### src/rtl/jtframe_dwnld_buf.sv
// Buffered ROM download path: remaps ioctl bytes through address windows into
// 16-bit SDRAM byte-lane writes, queued in a FIFO; high addresses go to the PROM port.
module jtframe_dwnld_buf #(
  parameter int unsigned              AW         = 22,
  parameter int unsigned              REGIONS    = 4,
  parameter logic [AW*REGIONS-1:0]    REG_START  = {22'h0C000, 22'h08000, 22'h04000, 22'h0},
  parameter logic [AW*REGIONS-1:0]    REG_OFFSET = '0,
  parameter logic [AW-1:0]            PROM_START = 22'h3F_FFFF,
  parameter int unsigned              FIFO_DEPTH = 4,
  parameter bit                       SWAB       = 1'b0
) (
  input  logic          clk,
  input  logic          rst,
  input  logic          downloading,
  input  logic [AW-1:0] ioctl_addr,
  input  logic [7:0]    ioctl_data,
  input  logic          ioctl_wr,
  output logic [AW-2:0] prog_addr,
  output logic [15:0]   prog_data,
  output logic [1:0]    prog_mask,
  output logic          prog_we,
  input  logic          prog_rdy,
  output logic          prom_we,
  output logic [AW-1:0] prom_addr,
  output logic [7:0]    prom_data,
  output logic          overflow,
  output logic          dwnld_done,
  output logic [AW-1:0] byte_cnt
);

  localparam int unsigned PW = (FIFO_DEPTH > 1) ? $clog2(FIFO_DEPTH) : 1;
  localparam int unsigned CW = $clog2(FIFO_DEPTH + 1);

  typedef struct packed {
    logic [AW-2:0] addr;
    logic [7:0]    data;
    logic [1:0]    mask;
  } entry_t;

  typedef enum logic {ST_IDLE, ST_WAIT} state_t;

  state_t        state, state_nxt;
  logic [AW-1:0] sel_start, sel_off, byte_addr;
  logic          accept, is_prom, prom_hit, sdram_hit;
  logic          s1_valid;
  entry_t        s1, out_e;
  entry_t        fifo_mem [FIFO_DEPTH];
  logic [PW-1:0] wr_ptr, rd_ptr;
  logic [CW-1:0] count;
  logic          fifo_empty, fifo_full, push, pop;
  logic          dl_q, armed, rise, fall;

  // Windows are ascending, so the last matching start is the highest index.
  always_comb begin
    sel_start = REG_START[AW-1:0];
    sel_off   = REG_OFFSET[AW-1:0];
    for (int unsigned r = 1; r < REGIONS; r++) begin
      if (ioctl_addr >= REG_START[r*AW +: AW]) begin
        sel_start = REG_START[r*AW +: AW];
        sel_off   = REG_OFFSET[r*AW +: AW];
      end
    end
    byte_addr = ioctl_addr - sel_start + sel_off;
  end

  assign accept    = downloading & ioctl_wr;
  assign is_prom   = ioctl_addr >= PROM_START;
  assign prom_hit  = accept & is_prom;
  assign sdram_hit = accept & ~is_prom;

  always_ff @(posedge clk) begin
    if (rst) begin
      s1_valid  <= 1'b0;
      s1        <= '0;
      prom_we   <= 1'b0;
      prom_addr <= '0;
      prom_data <= '0;
    end else begin
      s1_valid <= sdram_hit;
      prom_we  <= prom_hit;
      if (sdram_hit) begin
        s1.addr <= byte_addr[AW-1:1];
        s1.data <= ioctl_data;
        s1.mask <= (byte_addr[0] ^ SWAB) ? 2'b01 : 2'b10;
      end
      if (prom_hit) begin
        prom_addr <= ioctl_addr - PROM_START;
        prom_data <= ioctl_data;
      end
    end
  end

  assign fifo_empty = (count == '0);
  assign fifo_full  = (count == CW'(FIFO_DEPTH));
  // A pop in the same cycle frees the slot, so a full FIFO can still take the push.
  assign push       = s1_valid & (~fifo_full | pop);

  always_ff @(posedge clk) begin
    if (rst) begin
      wr_ptr <= '0;
      rd_ptr <= '0;
      count  <= '0;
    end else begin
      if (push) begin
        fifo_mem[wr_ptr] <= s1;
        wr_ptr           <= wr_ptr + 1'b1;
      end
      if (pop) rd_ptr <= rd_ptr + 1'b1;
      count <= count + CW'(push) - CW'(pop);
    end
  end

  always_comb begin
    state_nxt = state;
    pop       = 1'b0;
    case (state)
      ST_IDLE: if (!fifo_empty) begin
        pop       = 1'b1;
        state_nxt = ST_WAIT;
      end
      ST_WAIT: if (prog_rdy) begin
        if (!fifo_empty) pop = 1'b1;
        else state_nxt = ST_IDLE;
      end
      default: state_nxt = ST_IDLE;
    endcase
  end

  always_ff @(posedge clk) begin
    if (rst) begin
      state <= ST_IDLE;
      out_e <= '0;
    end else begin
      state <= state_nxt;
      if (pop) out_e <= fifo_mem[rd_ptr];
    end
  end

  assign prog_we   = (state == ST_WAIT);
  assign prog_addr = out_e.addr;
  assign prog_data = {out_e.data, out_e.data};
  assign prog_mask = out_e.mask;

  assign rise       = downloading & ~dl_q;
  assign fall       = ~downloading & dl_q;
  assign dwnld_done = armed & ~downloading & (state == ST_IDLE) & fifo_empty & ~s1_valid;

  always_ff @(posedge clk) begin
    if (rst) begin
      dl_q     <= 1'b0;
      armed    <= 1'b0;
      overflow <= 1'b0;
      byte_cnt <= '0;
    end else begin
      dl_q <= downloading;
      if (rise) begin
        armed    <= 1'b0;
        overflow <= 1'b0;
        byte_cnt <= '0;
      end else begin
        if (fall) armed <= 1'b1;
        else if (dwnld_done) armed <= 1'b0;
        if (s1_valid && !push) overflow <= 1'b1;
        byte_cnt <= byte_cnt + AW'(push) + AW'(prom_hit);
      end
    end
  end

endmodule

### config.mk
export PLATFORM = sky130hd
export DESIGN_NAME = jtframe_dwnld_buf
export DESIGN_NICKNAME = d
export VERILOG_FILES = /design/src/rtl/jtframe_dwnld_buf.sv
export SDC_FILE = /design/constraint.sdc
export NUM_CORES = 1
export LEC_CHECK = 0
export CAP_MARGIN = 20
export CORE_MARGIN = 1.5
export CORE_UTILIZATION = 26
export CTS_CLUSTER_DIAMETER = 150
export DETAILED_ROUTE_END_ITERATION = 6
export GPL_TIMING_DRIVEN = 0
export MAX_ROUTING_LAYER = met4
export SKIP_CTS_REPAIR_TIMING = 1
export SYNTH_ARGS = -nofsm -noshare
export SYNTH_HDL_FRONTEND = slang
export SYNTH_SLANG_ARGS = --single-unit
### constraint.sdc
create_clock -name clk -period 6.3 [get_ports clk]
set_clock_uncertainty 0.1 [all_clocks]
set_input_delay 0.63 -clock clk [delete_from_list [all_inputs] [get_ports clk]]
set_output_delay 0.63 -clock clk [all_outputs]
set_load 0.005 [all_outputs]
==> metrics.txt, run 1 <==
# TYPE chip_impl_metric gauge
chip_impl_metric{name="floorplan.core_area",unit="µm²"} 36600
chip_impl_metric{name="timing.final.max_slew_violations",unit=""} 0
chip_impl_info{name="endpoint_class_of_the_critical_path",value="register"} 1
chip_impl_metric{name="fp.dieH",unit="µm"} 196
chip_impl_metric{name="synth.ff_latch_count",unit=""} 251
chip_impl_metric{name="ctsHtreeMaxLevel",unit=""} 1
chip_impl_metric{name="grt_antenna_before_repair",unit=""} 9
chip_impl_info{name="cts_tree",value="yes"} 1
chip_impl_metric{name="max_cap_violations",unit=""} 0
chip_impl_metric{name="finalHoldViolations",unit=""} 0
chip_impl_metric{name="clkSinkCount",unit=""} 251
chip_impl_metric{name="yosysWarningCount",unit=""} 0
chip_impl_info{name="cts_root_buffer",value="sky130_fd_sc_hd__clkbuf_16"} 1
chip_impl_metric{name="path_clk_slew",unit="ns"} 0.06
chip_impl_metric{name="routed_wire_length_per_instance",unit="µm"} 17.0
chip_impl_metric{name="fill_cells",unit=""} 3601
chip_impl_info{name="start_kind",value="input port"} 1
chip_impl_metric{name="chipWidth",unit="µm"} 196
chip_impl_metric{name="multiInputGateArea",unit="µm²"} 3100
chip_impl_metric{name="io-pin-count",unit=""} 130
chip_impl_metric{name="required",unit="ns"} 6.67
chip_impl_metric{name="grt_pass1_wl",unit="µm"} 36700
chip_impl_metric{name="grt_pass1_vias",unit=""} 6327
chip_impl_metric{name="worst_skew_pair.late_latency",unit="ns"} 0.54
chip_impl_metric{name="layout_min_cycle_time",unit="ns"} 4.00
chip_impl_metric{name="total_global_route_track_usage",unit=""} 0.126
chip_impl_metric{name="placementRows",unit=""} 70
chip_impl_metric{name="pwr_density_cell",unit="nW/µm²"} 354
chip_impl_metric{name="layout.area.seq",unit="µm²"} 6270
chip_impl_metric{name="worst_pin_slew",unit="ns"} 0.901
chip_impl_info{name="synth_flop_cell",value="sky130_fd_sc_hd__dfxtp_1"} 1
chip_impl_metric{name="timing.critical_path.arrival",unit="ns"} 4.37
chip_impl_metric{name="fmax",unit="MHz"} 250
chip_impl_info{name="outcome",value="finished clean"} 1
chip_impl_metric{name="place_hpwl",unit="µm"} 16300
chip_impl_metric{name="ant_nets",unit=""} 0
chip_impl_metric{name="ys_async_rst_share",unit=""} 0
chip_impl_metric{name="worst_path_max_fanout",unit=""} 7
chip_impl_metric{name="via_count",unit=""} 6210
chip_impl_info{name="leading_cell_type_in_the_layout_fill_and_taps_excluded",value="sky130_fd_sc_hd__clkdlybuf4s50_1"} 1
chip_impl_metric{name="worst_case_reg_to_reg_path_depth",unit=""} 11
chip_impl_metric{name="post_synthesis_area_per_instance",unit="µm²"} 13.1
chip_impl_metric{name="wirelength",unit="µm"} 23700
chip_impl_metric{name="remaining_global_route_overflow",unit=""} 0
chip_impl_metric{name="vdd_drop_max",unit="V"} 0.000231
chip_impl_metric{name="gp_congestion",unit=""} 0.754
chip_impl_metric{name="drt_first_pass_iters",unit=""} 4
chip_impl_metric{name="syn_to_final_growth",unit="%"} 29.1
chip_impl_metric{name="synth_area",unit="µm²"} 9670
chip_impl_metric{name="cts-root-to-sink-buffers",unit=""} 3
chip_impl_metric{name="initial_utilization",unit=""} 0.264
chip_impl_metric{name="setup_viol",unit=""} 0
chip_impl_metric{name="route.detailed.drc",unit=""} 0
chip_impl_metric{name="port_buffers",unit=""} 128
chip_impl_metric{name="min_path_cells",unit=""} 2
chip_impl_metric{name="synthesis.instances",unit=""} 736
chip_impl_metric{name="detail_route.vias_per_cell",unit=""} 4.46
chip_impl_info{name="layout_common_cells",value="sky130_fd_sc_hd__clkdlybuf4s50_1, sky130_fd_sc_hd__dfxtp_1, sky130_fd_sc_hd__edfxtp_1"} 1
chip_impl_metric{name="grt_max_degree",unit=""} 32
chip_impl_metric{name="detailed_route_iter0_violations",unit=""} 320
chip_impl_metric{name="timing.final.crit_share",unit=""} 0.635
chip_impl_metric{name="library_cells_used_by_synthesis",unit=""} 55
chip_impl_metric{name="total_die_area",unit="µm²"} 38400
chip_impl_metric{name="placement.cell_area",unit="µm²"} 11500
chip_impl_metric{name="numCtsBuffers",unit=""} 27
chip_impl_info{name="grt_setup_unrepaired",value="false"} 1
chip_impl_metric{name="final_layout_size_suffix_gt1_frac",unit=""} 0.111
chip_impl_metric{name="final_design_area_no_fill",unit="µm²"} 12500
chip_impl_metric{name="finalNetCount",unit=""} 942
chip_impl_info{name="timing_worst_setup_path_type",value="in2reg"} 1
chip_impl_metric{name="synthesis.nets",unit=""} 785
chip_impl_metric{name="p_leak",unit="nW"} 4.37
chip_impl_metric{name="ys_seq_area_frac",unit=""} 0.648
chip_impl_info{name="min-delay-path-class",value="reg2reg"} 1
chip_impl_metric{name="timing.slew.headroom",unit=""} 0.399
chip_impl_metric{name="synth-edff-count",unit=""} 124
chip_impl_metric{name="finalSetupTns",unit="ns"} 0
==> metal layers <==
layer  global-route usage  share of wire  vias to the layer above  wire length (µm)
li1                     -              -                     3014                 -
met2                0.195           0.45                      178             10700
met5                    -              0                        -                 0
met1                0.166           0.45                     2990             10700
met4               0.0222          0.016                        0               371
met3               0.0366          0.080                       28              1900
==> registers in the layout, indices dropped and copies added, names as in the netlist, 2 cells and up <==
signal / flops
fifo_mem: 124
s1: 31
byte_cnt: 22
prom_addr: 22
prog_addr: 21
prog_data: 8
prom_data: 8
count: 3
prog_mask: 2
rd_ptr: 2
wr_ptr: 2
==> where the power goes <==
group / switching [W] / internal, W
sequential: 0.0000828 / 0.00183
combinational: 0.000436 / 0.000457
clock: 0.000638 / 0.000974
==> metrics by stage <==
stage	cells	hold slack (ns)	util	total power, W	setup slack (ns)
final	1391	0.354	0.341	0.00441	2.30
after global routing	1391	0.369	0.341	0.00462	1.94
after CTS	1382	0.356	0.340	0.00447	2.31
after detailed placement	1332	0.338	0.315	0.00286	1.74
after global placement	1332	0.333	0.315	0.00285	1.78
after floorplan	736	0.341	-	0.00244	3.04
==> final timing paths <==
kind / startpoint / endpoint / slack (ns)
max reg2reg: count[1]$_SDFF_PP0_ / byte_cnt[14]$_SDFF_PP0_ / 3.02
min reg2reg: prom_data[1]$_SDFFE_PP0P_ / prom_data[1]$_SDFFE_PP0P_ / 0.35
min: prom_data[1]$_SDFFE_PP0P_ / prom_data[1]$_SDFFE_PP0P_ / 0.35
max: ioctl_addr[0] / byte_cnt[14]$_SDFF_PP0_ / 2.30
==> cells by family after synthesis <==
kind of cell	share of synthesized area
xor gates and xnor gates	0.0154
DFF	0.648
muxes	0.102
AOI/OAI and AO/OA	0.0691
and+or+nand+nor	0.113
buffers and inverters	0.0322
adders and majority gates	0.0204
==> synthesized netlist by cell type (all sizes together) (8+ instances only) <==
cell type,n,share of area
a21o,11,0.0085
a21oi,45,0.024
and2,13,0.0084
buf,21,0.014
clkbuf,27,0.010
dfxtp,127,0.26
edfxtp,124,0.38
ha,11,0.014
inv,20,0.0078
mux2i,28,0.029
mux4,31,0.072
nand2,122,0.047
nand3,12,0.0062
nand4,9,0.0065
nor2,22,0.0085
o31ai,8,0.0062
or4,12,0.010
xnor2,8,0.0072
xor2,9,0.0081
==> worst max-delay path, stage by stage <==
cell	delay, ns
sky130_fd_sc_hd__clkdlybuf4s50_1	0.66
sky130_fd_sc_hd__ha_1	0.23
sky130_fd_sc_hd__nand4_1	0.09
sky130_fd_sc_hd__nor4_1	0.52
sky130_fd_sc_hd__nand3_1	0.28
sky130_fd_sc_hd__fa_1	0.48
sky130_fd_sc_hd__inv_1	0.12
sky130_fd_sc_hd__ha_1	0.21
sky130_fd_sc_hd__and3_1	0.16
sky130_fd_sc_hd__clkbuf_1	0.32
sky130_fd_sc_hd__nand2_1	0.11
sky130_fd_sc_hd__or4_1	0.41
sky130_fd_sc_hd__a21oi_1	0.14
==> layout make-up <==
type / instances / share of cell area
Sequential cell: 251 / 0.502
Buffer: 48 / 0.0186
Clock buffer: 38 / 0.0614
Inverter: 21 / 0.00631
Clock inverter: 12 / 0.0119
Antenna cell: 9 / 0.00180
Tap cell: 468 / 0.0469
Multi-Input combinational cell: 416 / 0.248
Timing Repair Buffer: 128 / 0.103
(Power assumes the default switching activity.)
==> inputs of run 2 (changes only) <==
- clock period: 6.3 -> 3.6 ns (I/O delays scaled with it)
==> run 2 against run 1 <==
Against the previous run:
- count of clock-buffer cells in the layout is the same
- routed wire length about the same
- sequential cell count unchanged
- non-clock buffer count shrank 2
- design area about the same
- largest cell class unchanged
==> metrics.txt, run 2 (synthesized netlist as in run 1, its figures left out) <==
# TYPE chip_impl_metric gauge
chip_impl_metric{name="clkSinkCount",unit=""} 251
chip_impl_metric{name="placementRows",unit=""} 70
chip_impl_metric{name="pre_cts_slack",unit="ns"} -0.686
chip_impl_metric{name="worst_skew_pair.late_latency",unit="ns"} 0.54
chip_impl_metric{name="grt_antenna_before_repair",unit=""} 9
chip_impl_info{name="grt_setup_unrepaired",value="false"} 1
chip_impl_metric{name="grt_pass1_vias",unit=""} 6327
chip_impl_metric{name="timing.slew.headroom",unit=""} 0.420
chip_impl_info{name="min-delay-path-class",value="in2reg"} 1
chip_impl_metric{name="vdd_drop_max",unit="V"} 0.000403
chip_impl_info{name="critical_path.cell_chain",value="clkdlybuf4s50_1 > ha_1 > nand4_1 > nor4_2 > nand3_1 > fa_1 > inv_1 > ha_1 > and3_2 > nand2_1 > or4_1 > a21oi_1"} 1
chip_impl_metric{name="finalHoldViolations",unit=""} 0
chip_impl_metric{name="detail_route.vias_per_cell",unit=""} 4.50
chip_impl_info{name="cts_tree",value="yes"} 1
chip_impl_metric{name="slowest_delay",unit="ns"} 0.61
chip_impl_metric{name="worst_path_max_fanout",unit=""} 7
chip_impl_info{name="start_kind",value="input port"} 1
chip_impl_info{name="launching_point_of_the_worst_reg2reg_path",value="count[1]$_SDFF_PP0_"} 1
chip_impl_metric{name="place_hpwl",unit="µm"} 16300
chip_impl_metric{name="max_cap_violations",unit=""} 0
chip_impl_metric{name="required",unit="ns"} 3.97
chip_impl_info{name="endpoint_class_of_the_critical_path",value="register"} 1
chip_impl_info{name="timing_worst_setup_path_type",value="in2reg"} 1
chip_impl_metric{name="floorplan.core_area",unit="µm²"} 36600
chip_impl_metric{name="final_layout_size_suffix_gt1_frac",unit=""} 0.113
chip_impl_metric{name="final_critical_path_setup_slack",unit="ns"} 0.317
chip_impl_metric{name="drt_first_pass_iters",unit=""} 5
chip_impl_metric{name="finalCoreUtilization",unit=""} 0.341
chip_impl_info{name="outcome",value="finished clean"} 1
chip_impl_metric{name="largest_reg_flops",unit=""} 124
chip_impl_metric{name="gp_congestion",unit=""} 0.754
chip_impl_metric{name="remaining_global_route_overflow",unit=""} 0
chip_impl_metric{name="ctsHtreeMaxLevel",unit=""} 1
chip_impl_metric{name="final_design_area_no_fill",unit="µm²"} 12500
chip_impl_metric{name="timing.final.crit_share",unit=""} 0.912
chip_impl_metric{name="io-pin-count",unit=""} 130
chip_impl_metric{name="wirelength",unit="µm"} 23600
chip_impl_metric{name="routed_wire_length_per_instance",unit="µm"} 17.0
chip_impl_metric{name="grt_max_degree",unit=""} 32
chip_impl_metric{name="cts-root-to-sink-buffers",unit=""} 3
chip_impl_info{name="worst_setup_path_startpoint",value="ioctl_addr[1]"} 1
chip_impl_info{name="regMostFlops",value="fifo_mem"} 1
chip_impl_info{name="worstHoldStart",value="ioctl_addr[0]"} 1
chip_impl_metric{name="finalSetupTns",unit="ns"} 0
chip_impl_metric{name="total_global_route_track_usage",unit=""} 0.126
chip_impl_metric{name="port_buffers",unit=""} 128
chip_impl_metric{name="timing.critical_path.arrival",unit="ns"} 3.66
chip_impl_metric{name="layout_min_cycle_time",unit="ns"} 3.28
chip_impl_metric{name="pwr_density_cell",unit="nW/µm²"} 618
chip_impl_metric{name="grt_pass1_wl",unit="µm"} 36700
chip_impl_metric{name="fmax",unit="MHz"} 305
chip_impl_metric{name="chipWidth",unit="µm"} 196
chip_impl_metric{name="via_count",unit=""} 6244
chip_impl_metric{name="route.detailed.drc",unit=""} 0
chip_impl_metric{name="detailed_route_iter0_violations",unit=""} 313
chip_impl_metric{name="total_die_area",unit="µm²"} 38400
chip_impl_metric{name="timing.final.max_slew_violations",unit=""} 0
chip_impl_info{name="crit_family",value="simple AND/OR/NAND/NOR gates"} 1
chip_impl_info{name="layout_common_cells",value="sky130_fd_sc_hd__dfxtp_1, sky130_fd_sc_hd__clkdlybuf4s50_1, sky130_fd_sc_hd__edfxtp_1"} 1
chip_impl_info{name="reg_top3",value="fifo_mem (124), s1 (31)"} 1
chip_impl_metric{name="path_clk_slew",unit="ns"} 0.06
chip_impl_info{name="crit_top_cell",value="sky130_fd_sc_hd__ha_1"} 1
chip_impl_metric{name="placement.cell_area",unit="µm²"} 11500
chip_impl_metric{name="initial_utilization",unit=""} 0.264
chip_impl_metric{name="syn_to_final_growth",unit="%"} 29.1
chip_impl_metric{name="ant_nets",unit=""} 0
chip_impl_metric{name="fill_cells",unit=""} 3603
chip_impl_metric{name="finalNetCount",unit=""} 940
chip_impl_info{name="critical-path-slowest-cell",value="sky130_fd_sc_hd__clkdlybuf4s50_1"} 1
chip_impl_metric{name="fp.dieH",unit="µm"} 196
chip_impl_metric{name="p_leak",unit="nW"} 4.38
chip_impl_metric{name="numCtsBuffers",unit=""} 27
chip_impl_metric{name="worst-path-buf-inv",unit=""} 2
chip_impl_metric{name="setup_viol",unit=""} 0
chip_impl_info{name="cts_root_buffer",value="sky130_fd_sc_hd__clkbuf_16"} 1
chip_impl_metric{name="worst_pin_slew",unit="ns"} 0.870
run 2: final cells by class:
type / instances / area, µm² / share of cell area
well taps: 468 / 586 / 0.0469
clock buffers: 38 / 767 / 0.0614
multi-input cells: 416 / 3110 / 0.249
clock inverters: 12 / 149 / 0.0119
diodes: 9 / 22.5 / 0.00180
plain buffers: 46 / 225 / 0.0180
inverters: 21 / 78.8 / 0.00631
repair buffers: 128 / 1280 / 0.103
flip-flops and latches: 251 / 6270 / 0.502
run 2: worst register-to-register path, cell delays in order (launching register included):
cell and delay [ns]:
sky130_fd_sc_hd__dfxtp_1 0.35, sky130_fd_sc_hd__or3_1 0.42, sky130_fd_sc_hd__nand2_1 0.25, sky130_fd_sc_hd__clkinv_1 0.27, sky130_fd_sc_hd__clkbuf_1 0.38, sky130_fd_sc_hd__ha_1 0.39
sky130_fd_sc_hd__inv_1 0.04, sky130_fd_sc_hd__ha_1 0.18, sky130_fd_sc_hd__fa_1 0.37, sky130_fd_sc_hd__xnor2_1 0.18, sky130_fd_sc_hd__xnor2_1 0.14, sky130_fd_sc_hd__nor2_1 0.05
run 2: path summary, 6_finish.rpt:
kind | slack, ns | cells after the start | endpoint
max | 0.32 | 12 | byte_cnt[14]$_SDFF_PP0_
min | 0.18 | 3 | s1[0]$_SDFFE_PP0P_
max reg2reg | 0.34 | 11 | count[2]$_SDFF_PP0_
min reg2reg | 0.35 | 2 | prom_data[1]$_SDFFE_PP0P_
run 2: through the flow:
stage	instances	hold WS, ns	power, W
floorplan	736	0.341	0.00426
global placement	1332	0.333	0.00498
detailed placement	1332	0.338	0.00500
CTS	1382	0.230	0.00782
global route	1389	0.182	0.00809
finish	1389	0.177	0.00772
run 2: where the power goes:
group,internal [W],switching (W)
combinational,0.000799,0.000762
sequential,0.00320,0.000144
clock,0.00170,0.00111
run 2: layer usage:
layer  GRT usage  wire [µm]  part of all wire
met2       0.195      10800              0.45
met1       0.166      10600              0.45
met5           -          0                 0
met4      0.0222        365             0.015
met3      0.0366       1950             0.082
